<file path="config.mk">
export PLATFORM = sky130hd
export DESIGN_NAME = uart_rx_fifo_flat
export DESIGN_NICKNAME = d
export VERILOG_FILES = /design/src/rtl/uart_pkg.sv /design/src/rtl/uart_rx_fifo_if.sv /design/src/rtl/sync_fifo.sv /design/src/rtl/uart_rx_fifo.sv /design/src/flat_wrapper.sv
export SDC_FILE = /design/constraint.sdc
export NUM_CORES = 1
export LEC_CHECK = 0
export ABC_AREA = 1
export CAP_MARGIN = 20
export CORE_MARGIN = 1
export CORE_UTILIZATION = 56
export DETAILED_ROUTE_END_ITERATION = 10
export PLACE_DENSITY = 0.86
export RECOVER_POWER = 25
export SLEW_MARGIN = 20
export SYNTH_ARGS = -nofsm -noshare
export SYNTH_HDL_FRONTEND = slang
export SYNTH_SLANG_ARGS = --single-unit
</file>
<file path="constraint.sdc">
create_clock -name clk -period 1.8 [get_ports clk]
set_clock_uncertainty 0.1 [all_clocks]
set_input_delay 0.36 -clock clk [delete_from_list [all_inputs] [get_ports clk]]
set_output_delay 0.36 -clock clk [all_outputs]
set_load 0.005 [all_outputs]
</file>
<file path="src/rtl/uart_pkg.sv">
`default_nettype none
// ============================================================================
//  Module      : uart_pkg
//  Description : Shared types for the UART receiver: line parity selection
//                and the receive state machine encoding.
//  Revision    : 1.0  initial release
// ============================================================================
package uart_pkg;

    // Parity carried by each frame.
    typedef enum logic [1:0] {
        PAR_NONE = 2'd0,
        PAR_EVEN = 2'd1,
        PAR_ODD  = 2'd2
    } parity_t;

    // Receive state machine states.
    typedef enum logic [2:0] {
        IDLE      = 3'd0,
        START     = 3'd1,
        DATA      = 3'd2,
        PAR       = 3'd3,
        STOP      = 3'd4,
        PUSH      = 3'd5,
        WAIT_HIGH = 3'd6
    } rx_state_t;

    // Width of the per-entry error flags {brk, perr, ferr}.
    localparam int c_ERR_W = 3;

endpackage
`default_nettype wire

</file>
<file path="src/rtl/uart_rx_fifo_if.sv">
`default_nettype none
// ============================================================================
//  Module      : uart_rx_fifo_if
//  Description : Receive-data stream between the UART receiver FIFO and its
//                consumer (valid/ready, first-word-fall-through).
//  Ports       : rdata  - head-of-FIFO data, LSB = first received bit
//                rerr   - head-of-FIFO flags {brk, perr, ferr}
//                rvalid - FIFO holds at least one entry
//                rready - consumer takes the head when rvalid & rready
//  Revision    : 1.0  initial release
// ============================================================================
interface uart_rx_fifo_if
    import uart_pkg::*;
#(
    parameter int DATA_BITS = 8
);
    logic [DATA_BITS-1:0] rdata;
    logic [c_ERR_W-1:0]   rerr;
    logic                 rvalid;
    logic                 rready;

    modport master (output rdata, output rerr, output rvalid, input rready);
    modport slave  (input rdata, input rerr, input rvalid, output rready);
endinterface
`default_nettype wire

</file>
<file path="src/rtl/sync_fifo.sv">
`default_nettype none
// ============================================================================
//  Module      : sync_fifo
//  Description : Single-clock first-word-fall-through FIFO. A push into a
//                full FIFO is accepted only when a pop happens in the same
//                cycle; a pop from an empty FIFO is ignored.
//  Ports       : clk, rst        - clock, synchronous active-high reset
//                push, wdata     - write request and data
//                pop             - remove head entry
//                rdata           - head entry (zero while empty)
//                full, empty     - occupancy flags
//                count           - occupancy, 0..DEPTH
//  Revision    : 1.0  initial release
// ============================================================================
module sync_fifo #(
    parameter int WIDTH = 8,
    parameter int DEPTH = 16
) (
    input  logic                       clk,
    input  logic                       rst,
    input  logic                       push,
    input  logic [WIDTH-1:0]           wdata,
    input  logic                       pop,
    output logic [WIDTH-1:0]           rdata,
    output logic                       full,
    output logic                       empty,
    output logic [$clog2(DEPTH):0]     count
);
    localparam int              c_AW   = $clog2(DEPTH);
    localparam logic [c_AW:0]   c_FULL = (c_AW + 1)'(DEPTH);

    logic [WIDTH-1:0] r_mem [DEPTH];
    logic [c_AW-1:0]  r_wptr;
    logic [c_AW-1:0]  r_rptr;
    logic [c_AW:0]    r_count;
    logic             w_do_push;
    logic             w_do_pop;

    assign empty = (r_count == '0);
    assign full  = (r_count == c_FULL);
    assign count = r_count;

    // A pop frees the slot a simultaneous push into a full FIFO needs.
    assign w_do_pop  = pop & ~empty;
    assign w_do_push = push & (~full | w_do_pop);

    // Gated so the head reads as zero while nothing valid is stored.
    assign rdata = empty ? '0 : r_mem[r_rptr];

    // Storage is deliberately left without reset.
    always_ff @(posedge clk) begin
        if (w_do_push) begin
            r_mem[r_wptr] <= wdata;
        end
    end

    // Pointers are exactly c_AW bits wide so they wrap modulo DEPTH.
    always_ff @(posedge clk) begin
        if (rst) begin
            r_wptr  <= '0;
            r_rptr  <= '0;
            r_count <= '0;
        end else begin
            if (w_do_push) begin
                r_wptr <= r_wptr + 1'b1;
            end
            if (w_do_pop) begin
                r_rptr <= r_rptr + 1'b1;
            end
            case ({w_do_push, w_do_pop})
                2'b10:   r_count <= r_count + 1'b1;
                2'b01:   r_count <= r_count - 1'b1;
                default: r_count <= r_count;
            endcase
        end
    end
endmodule
`default_nettype wire

</file>
<file path="src/rtl/uart_rx_fifo.sv">
`default_nettype none
// ============================================================================
//  Module      : uart_rx_fifo
//  Description : UART receiver with input synchroniser, glitch filter,
//                optional parity, 1 or 2 stop bits, break detection and a
//                receive FIFO with sticky overrun flag.
//  Ports       : clk, rst   - clock, synchronous active-high reset
//                rxd        - asynchronous serial input, idle high
//                rx_if      - receive stream (rdata, rerr, rvalid, rready)
//                count      - FIFO occupancy
//                oerr       - sticky overrun flag
//                oerr_clr   - clears oerr (a same-cycle overrun wins)
//  Revision    : 1.0  initial release
// ============================================================================
module uart_rx_fifo
    import uart_pkg::*;
#(
    parameter int      CLK_PER_HALF_BIT = 5208,
    parameter int      DATA_BITS        = 8,
    parameter parity_t PARITY           = PAR_NONE,
    parameter int      STOP_BITS        = 1,
    parameter int      FIFO_DEPTH       = 16
) (
    input  logic                          clk,
    input  logic                          rst,
    input  logic                          rxd,
    uart_rx_fifo_if.master                rx_if,
    output logic [$clog2(FIFO_DEPTH):0]   count,
    output logic                          oerr,
    input  logic                          oerr_clr
);
    // ------------------------------------------------------------------
    // Parameter legality
    // ------------------------------------------------------------------
    if (DATA_BITS < 5 || DATA_BITS > 8) begin : g_bad_data_bits
        $error("uart_rx_fifo: DATA_BITS must be in 5..8");
    end
    if (STOP_BITS < 1 || STOP_BITS > 2) begin : g_bad_stop_bits
        $error("uart_rx_fifo: STOP_BITS must be 1 or 2");
    end
    if (FIFO_DEPTH < 2 || (FIFO_DEPTH & (FIFO_DEPTH - 1)) != 0) begin : g_bad_fifo_depth
        $error("uart_rx_fifo: FIFO_DEPTH must be a power of two >= 2");
    end
    if (CLK_PER_HALF_BIT < 2) begin : g_bad_half_bit
        $error("uart_rx_fifo: CLK_PER_HALF_BIT must be >= 2");
    end

    localparam int                 c_CNT_W     = $clog2(2 * CLK_PER_HALF_BIT);
    localparam logic [c_CNT_W-1:0] c_HALF_LAST = c_CNT_W'(CLK_PER_HALF_BIT - 1);
    localparam logic [c_CNT_W-1:0] c_FULL_LAST = c_CNT_W'(2 * CLK_PER_HALF_BIT - 1);
    localparam logic [2:0]         c_DATA_LAST = 3'(DATA_BITS - 1);
    localparam logic [2:0]         c_STOP_LAST = 3'(STOP_BITS - 1);
    localparam int                 c_ENT_W     = DATA_BITS + c_ERR_W;

    // ------------------------------------------------------------------
    // Synchroniser and 3-sample agreement filter
    // ------------------------------------------------------------------
    logic [2:0] r_sync;
    logic [2:0] r_filt;
    logic       r_line;

    always_ff @(posedge clk) begin
        if (rst) begin
            r_sync <= '1;
            r_filt <= '1;
            r_line <= 1'b1;
        end else begin
            r_sync <= {r_sync[1:0], rxd};
            r_filt <= {r_filt[1:0], r_sync[2]};
            if (r_filt == 3'b000) begin
                r_line <= 1'b0;
            end else if (r_filt == 3'b111) begin
                r_line <= 1'b1;
            end
        end
    end

    // ------------------------------------------------------------------
    // Receive state machine
    // ------------------------------------------------------------------
    rx_state_t              r_state;
    logic [c_CNT_W-1:0]     r_cnt;
    logic [2:0]             r_bit;
    logic [DATA_BITS-1:0]   r_shift;
    logic                   r_par_bit;
    logic                   r_perr;
    logic                   r_ferr;
    logic                   r_stop0;
    logic                   r_push;

    always_ff @(posedge clk) begin
        if (rst) begin
            r_state   <= IDLE;
            r_cnt     <= '0;
            r_bit     <= '0;
            r_shift   <= '0;
            r_par_bit <= 1'b0;
            r_perr    <= 1'b0;
            r_ferr    <= 1'b0;
            r_stop0   <= 1'b0;
            r_push    <= 1'b0;
        end else begin
            r_push <= 1'b0;
            case (r_state)
                IDLE: begin
                    if (!r_line) begin
                        r_state <= START;
                        r_cnt   <= '0;
                        r_bit   <= '0;
                    end
                end
                START: begin
                    // Mid-start re-check rejects noise that survived the filter.
                    if (r_cnt == c_HALF_LAST) begin
                        r_cnt     <= '0;
                        r_bit     <= '0;
                        r_perr    <= 1'b0;
                        r_ferr    <= 1'b0;
                        r_par_bit <= 1'b0;
                        r_state   <= r_line ? IDLE : DATA;
                    end else begin
                        r_cnt <= r_cnt + 1'b1;
                    end
                end
                DATA: begin
                    if (r_cnt == c_FULL_LAST) begin
                        r_cnt   <= '0;
                        // LSB arrives first, so shift in from the top.
                        r_shift <= {r_line, r_shift[DATA_BITS-1:1]};
                        if (r_bit == c_DATA_LAST) begin
                            r_bit   <= '0;
                            r_state <= (PARITY == PAR_NONE) ? STOP : PAR;
                        end else begin
                            r_bit <= r_bit + 1'b1;
                        end
                    end else begin
                        r_cnt <= r_cnt + 1'b1;
                    end
                end
                PAR: begin
                    if (r_cnt == c_FULL_LAST) begin
                        r_cnt     <= '0;
                        r_par_bit <= r_line;
                        if (PARITY == PAR_ODD) begin
                            r_perr <= ~((^r_shift) ^ r_line);
                        end else begin
                            r_perr <= (^r_shift) ^ r_line;
                        end
                        r_state <= STOP;
                    end else begin
                        r_cnt <= r_cnt + 1'b1;
                    end
                end
                STOP: begin
                    if (r_cnt == c_FULL_LAST) begin
                        r_cnt <= '0;
                        if (!r_line) begin
                            r_ferr <= 1'b1;
                        end
                        if (r_bit == 3'd0) begin
                            r_stop0 <= r_line;
                        end
                        if (r_bit == c_STOP_LAST) begin
                            r_bit   <= '0;
                            r_push  <= 1'b1;
                            r_state <= PUSH;
                        end else begin
                            r_bit <= r_bit + 1'b1;
                        end
                    end else begin
                        r_cnt <= r_cnt + 1'b1;
                    end
                end
                PUSH: begin
                    // A framing error may be a break: wait for the line to
                    // recover so a held-low line yields only one entry.
                    r_state <= r_ferr ? WAIT_HIGH : IDLE;
                end
                WAIT_HIGH: begin
                    if (r_line) begin
                        r_state <= IDLE;
                    end
                end
                default: r_state <= IDLE;
            endcase
        end
    end

    // Break: every sampled bit from data through the first stop bit was 0.
    logic               w_brk;
    logic [c_ENT_W-1:0] w_wdata;

    assign w_brk   = (r_shift == '0) && (PARITY == PAR_NONE || !r_par_bit) && !r_stop0;
    assign w_wdata = {w_brk, r_perr, r_ferr, r_shift};

    // ------------------------------------------------------------------
    // Receive FIFO and overrun flag
    // ------------------------------------------------------------------
    logic [c_ENT_W-1:0] w_rdata;
    logic               w_full;
    logic               w_empty;
    logic               w_pop;
    logic               w_drop;
    logic               r_oerr;

    assign w_pop  = rx_if.rready & ~w_empty;
    assign w_drop = r_push & w_full & ~w_pop;

    sync_fifo #(
        .WIDTH (c_ENT_W),
        .DEPTH (FIFO_DEPTH)
    ) u_fifo (
        .clk   (clk),
        .rst   (rst),
        .push  (r_push),
        .wdata (w_wdata),
        .pop   (rx_if.rready),
        .rdata (w_rdata),
        .full  (w_full),
        .empty (w_empty),
        .count (count)
    );

    always_ff @(posedge clk) begin
        if (rst) begin
            r_oerr <= 1'b0;
        end else if (w_drop) begin
            r_oerr <= 1'b1;
        end else if (oerr_clr) begin
            r_oerr <= 1'b0;
        end
    end

    assign oerr         = r_oerr;
    assign rx_if.rdata  = w_rdata[DATA_BITS-1:0];
    assign rx_if.rerr   = w_rdata[c_ENT_W-1:DATA_BITS];
    assign rx_if.rvalid = ~w_empty;
endmodule
`default_nettype wire

</file>
<file path="src/flat_wrapper.sv">
// flat-port wrapper written by rule: the top's interface ports become plain ports
module uart_rx_fifo_flat import uart_pkg::*;
#(
    parameter int      CLK_PER_HALF_BIT = 5208,
    parameter int      DATA_BITS        = 8,
    parameter parity_t PARITY           = PAR_NONE,
    parameter int      STOP_BITS        = 1,
    parameter int      FIFO_DEPTH       = 16
)
  (clk, rst, rxd, count, oerr, oerr_clr, rx_if_rdata, rx_if_rerr, rx_if_rvalid, rx_if_rready);
  uart_rx_fifo_if #(.DATA_BITS(DATA_BITS)) rx_if_i ();
  input  logic clk;
  input  logic rst;
  input  logic rxd;
  output logic [$clog2(FIFO_DEPTH):0] count;
  output logic oerr;
  input  logic oerr_clr;
  output wire logic [$bits(rx_if_i.rdata)-1:0] rx_if_rdata;
  output wire logic [$bits(rx_if_i.rerr)-1:0] rx_if_rerr;
  output wire logic [$bits(rx_if_i.rvalid)-1:0] rx_if_rvalid;
  input wire logic [$bits(rx_if_i.rready)-1:0] rx_if_rready;
  assign rx_if_rdata = rx_if_i.rdata;
  assign rx_if_rerr = rx_if_i.rerr;
  assign rx_if_rvalid = rx_if_i.rvalid;
  assign rx_if_i.rready = rx_if_rready;
  uart_rx_fifo #(.CLK_PER_HALF_BIT(CLK_PER_HALF_BIT), .DATA_BITS(DATA_BITS), .PARITY(PARITY), .STOP_BITS(STOP_BITS), .FIFO_DEPTH(FIFO_DEPTH)) u_core (.clk(clk), .rst(rst), .rxd(rxd), .rx_if(rx_if_i), .count(count), .oerr(oerr), .oerr_clr(oerr_clr));
endmodule
</file>
==> run summary <==
GR Overflow Total -> 0
post-synth cell types -> 44
number of global-route vias before repair -> 7615
EDFF count, synth -> 176
RSZ-0062 raised after global routing -> yes
Worst-Skew Late Latency -> 0.52 ns
Clock Tree Buf Depth -> 3
CP peak stage delay -> 0.43 ns
worst path buffer plus inverter count -> 3
Crit Path Category -> flip-flop to primary output
Max Fclk -> 378 MHz
GPL Wtd Cong -> 0.942
iteration-0 DRC count of the detailed router -> 1226
hpwl dp -> 15.5 mm
violated checks -> negative setup slack
final std cells w/o fill -> 1289
Root Buffer -> clkbuf_16
status -> complete, but fails checks
Ant. Diodes -> 0
Final Hold Fails -> 0
Post-Synthesis Cell Area -> 9830 sq um
Slew Limit Headroom -> 34.6%
Worst EP required -> 1.34 ns
clock sinks -> 233
Primary FF master, synth -> edfxtp_1
Pwr per Cell Area -> 1440 nW/um^2
synth warn -> 0
final core utilization -> 75.5%
placed cells -> 1204
Synth Instances -> 896
data arrival time of the critical path -> 2.19 ns
first drt pass iteration count -> 5
min setup slack post-route -> -0.846 ns
total number of vias -> 8343
drt via density -> 6.47
setup TNS -> -23.63 ns
Max Cap Viol -> 0
Final nets -> 1065
first-pass GRT wire length -> 39.7 mm
Num CTS Buffers -> 24
register area share after synthesis -> 65.4%
Core Area -> 17200 sq um
Die Y -> 134 microns
syn avg cell area -> 11.0 sq um
Pwr Total -> 18.8 mW
FF+latch count, synth -> 233
H-tree depth -> 1
Port Buffers -> 22
Slowest cell on crit path -> dfxtp_4
worst slack at placement -> -0.661 ns
most common cell after layout, fill and taps aside -> edfxtp_1
Final Slew Violations -> 0
post-route DRC violation count -> 0
Layout area overhead -> 32.4%
I/O pin count -> 23
critical path's top delay family -> compound AO/OA/AOI/OAI gates
Final Cycle Share -> 147%
most frequent cells in the layout -> 176 x edfxtp_1, 127 x nor2_1, 79 x o21ai_0
min cycle time layout -> 2.65 ns
post-route ant nets -> 0
antenna violations before repair -> 0
hold_buf cts -> 0
Routed Wire Length -> 31.0 mm
min-delay worst type -> flip-flop to flip-flop
CP max FO -> 10
largest net degree at the start of global routing -> 30
layout cells sized above 1 -> 32.7%
syn nets -> 915
Std-Cell Rows -> 48
Async S/R FF share, synth -> 0%
Global Route Usage Sum -> 28.6%
Lkg Pwr -> 5.04 nW
Setup violations, final -> 193
Starting Density -> 57.0%
Die W -> 134 microns
die area -> 18100 sq um
Setup crit start kind -> flip-flop
critical-path cell list -> buf_6, buf_12, o21ai_0, o221ai_1, nand3_1, a21oi_2, buf_2
clock slew at reported path FFs -> 0.07 ns
crit end category -> primary output
per-cell routed wire length -> 24.1 microns
CTS tree -> built
worst-margin pin slew -> 0.981 ns
VDD IR max -> 1.10 mV
-- per-stage QoR --
| step | cell area, sq um | hold slack, ns |
|---|---|---|
| after global routing | 13000 | 0.322 |
| after floorplan | 9840 | 0.289 |
| after detailed placement | 11000 | 0.295 |
| after CTS | 12200 | 0.309 |
| after global placement | 11000 | 0.293 |
| final | 13000 | 0.309 |
-- where the power goes --
group / total, mW / internal, mW / leakage (nW) / switching, mW
Combinational: 7.65 / 3.29 / 2.46 / 4.37
Sequential: 6.20 / 5.94 / 2.21 / 0.255
Clock: 4.92 / 2.86 / 0.376 / 2.05
Total: 18.8 / 12.1 / 5.04 / 6.68
-- worst paths after layout --
kind                                       startpoint                                    to  slack, ns  cells past startpoint
hold reg to reg           u_core.r_sync[0]$_SDFF_PP1_           u_core.r_sync[1]$_SDFF_PP1_       0.31                      1
hold / removal            u_core.r_sync[0]$_SDFF_PP1_           u_core.r_sync[1]$_SDFF_PP1_       0.31                      1
setup reg to reg  u_core.u_fifo.count[4]$_SDFFE_PP0P_  u_core.u_fifo.r_mem[13][4]$_DFFE_PP_      -0.16                      7
setup / recovery                            flip-flop                         rx_if_rerr[0]      -0.85                      7
-- cells by family (layout without fill, tap and decap cells) --
family / Yosys count / count (layout) / synth area share [%]
buffers and inverters: 111 / 279 / 4.48
DFF: 233 / 233 / 65.4
and+or+nand+nor: 310 / 310 / 14.3
xor gates and xnor gates: 8 / 8 / 0.713
AOI/OAI and AO/OA: 220 / 220 / 13.4
adders and majority gates: 14 / 14 / 1.78
-- metal layers --
metal  track usage [%]  vias to the layer above  share of wire [%]
met4              12.4                        0                6.6
met3              5.22                      187                 12
met2              48.8                      737                 48
met1              35.8                     3910                 34
met5                 0                        -                  0
li1                  -                     3509                  -
-- sequential cells by signal, indices dropped and copies added (netlist names), named ones only --
name                  cells
u_core.u_fifo.r_mem     176
u_core.r_cnt             14
u_core.r_shift            8
u_core.u_fifo.count       5
u_core.u_fifo.r_rptr      4
u_core.u_fifo.r_wptr      4
u_core.r_bit              3
u_core.r_filt             3
u_core.r_state            3
u_core.r_sync             3
u_core.oerr               1
u_core.r_ferr             1
u_core.r_line             1
u_core.r_perr             1
u_core.r_push             1
u_core.r_stop0            1
-- area by class of cell --
cell class,instances,area [sq um]
Clock buffer,37,711
Multi-Input combinational cell,552,3550
Tap cell,225,282
Clock inverter,7,65.1
Timing Repair Buffer,163,1680
Sequential cell,233,6450
Fill cell,897,4220
Inverter,72,285
-- synth_stat cells, types with 10 or more instances --
cell / count / area [sq um]
dfxtp_1: 57 / 1140
a21oi_1: 33 / 165
nand3_1: 39 / 195
o221ai_1: 30 / 263
nor2_1: 154 / 578
clkbuf_1: 28 / 105
nand2_1: 69 / 259
o21ai_0: 124 / 621
edfxtp_1: 176 / 5290
inv_1: 64 / 240
ha_1: 14 / 175
o22ai_1: 14 / 87.6
nand4_1: 10 / 62.6
-- repair_timing --
action / in CTS / in global routing
buffers inserted: 12 / 18
pin swaps: 51 / 75
resized for setup: 145 / 216
endpoints found under the setup margin: 141 / 223
gates cloned: 4 / 11
Power figures use the tool's default switching activity.
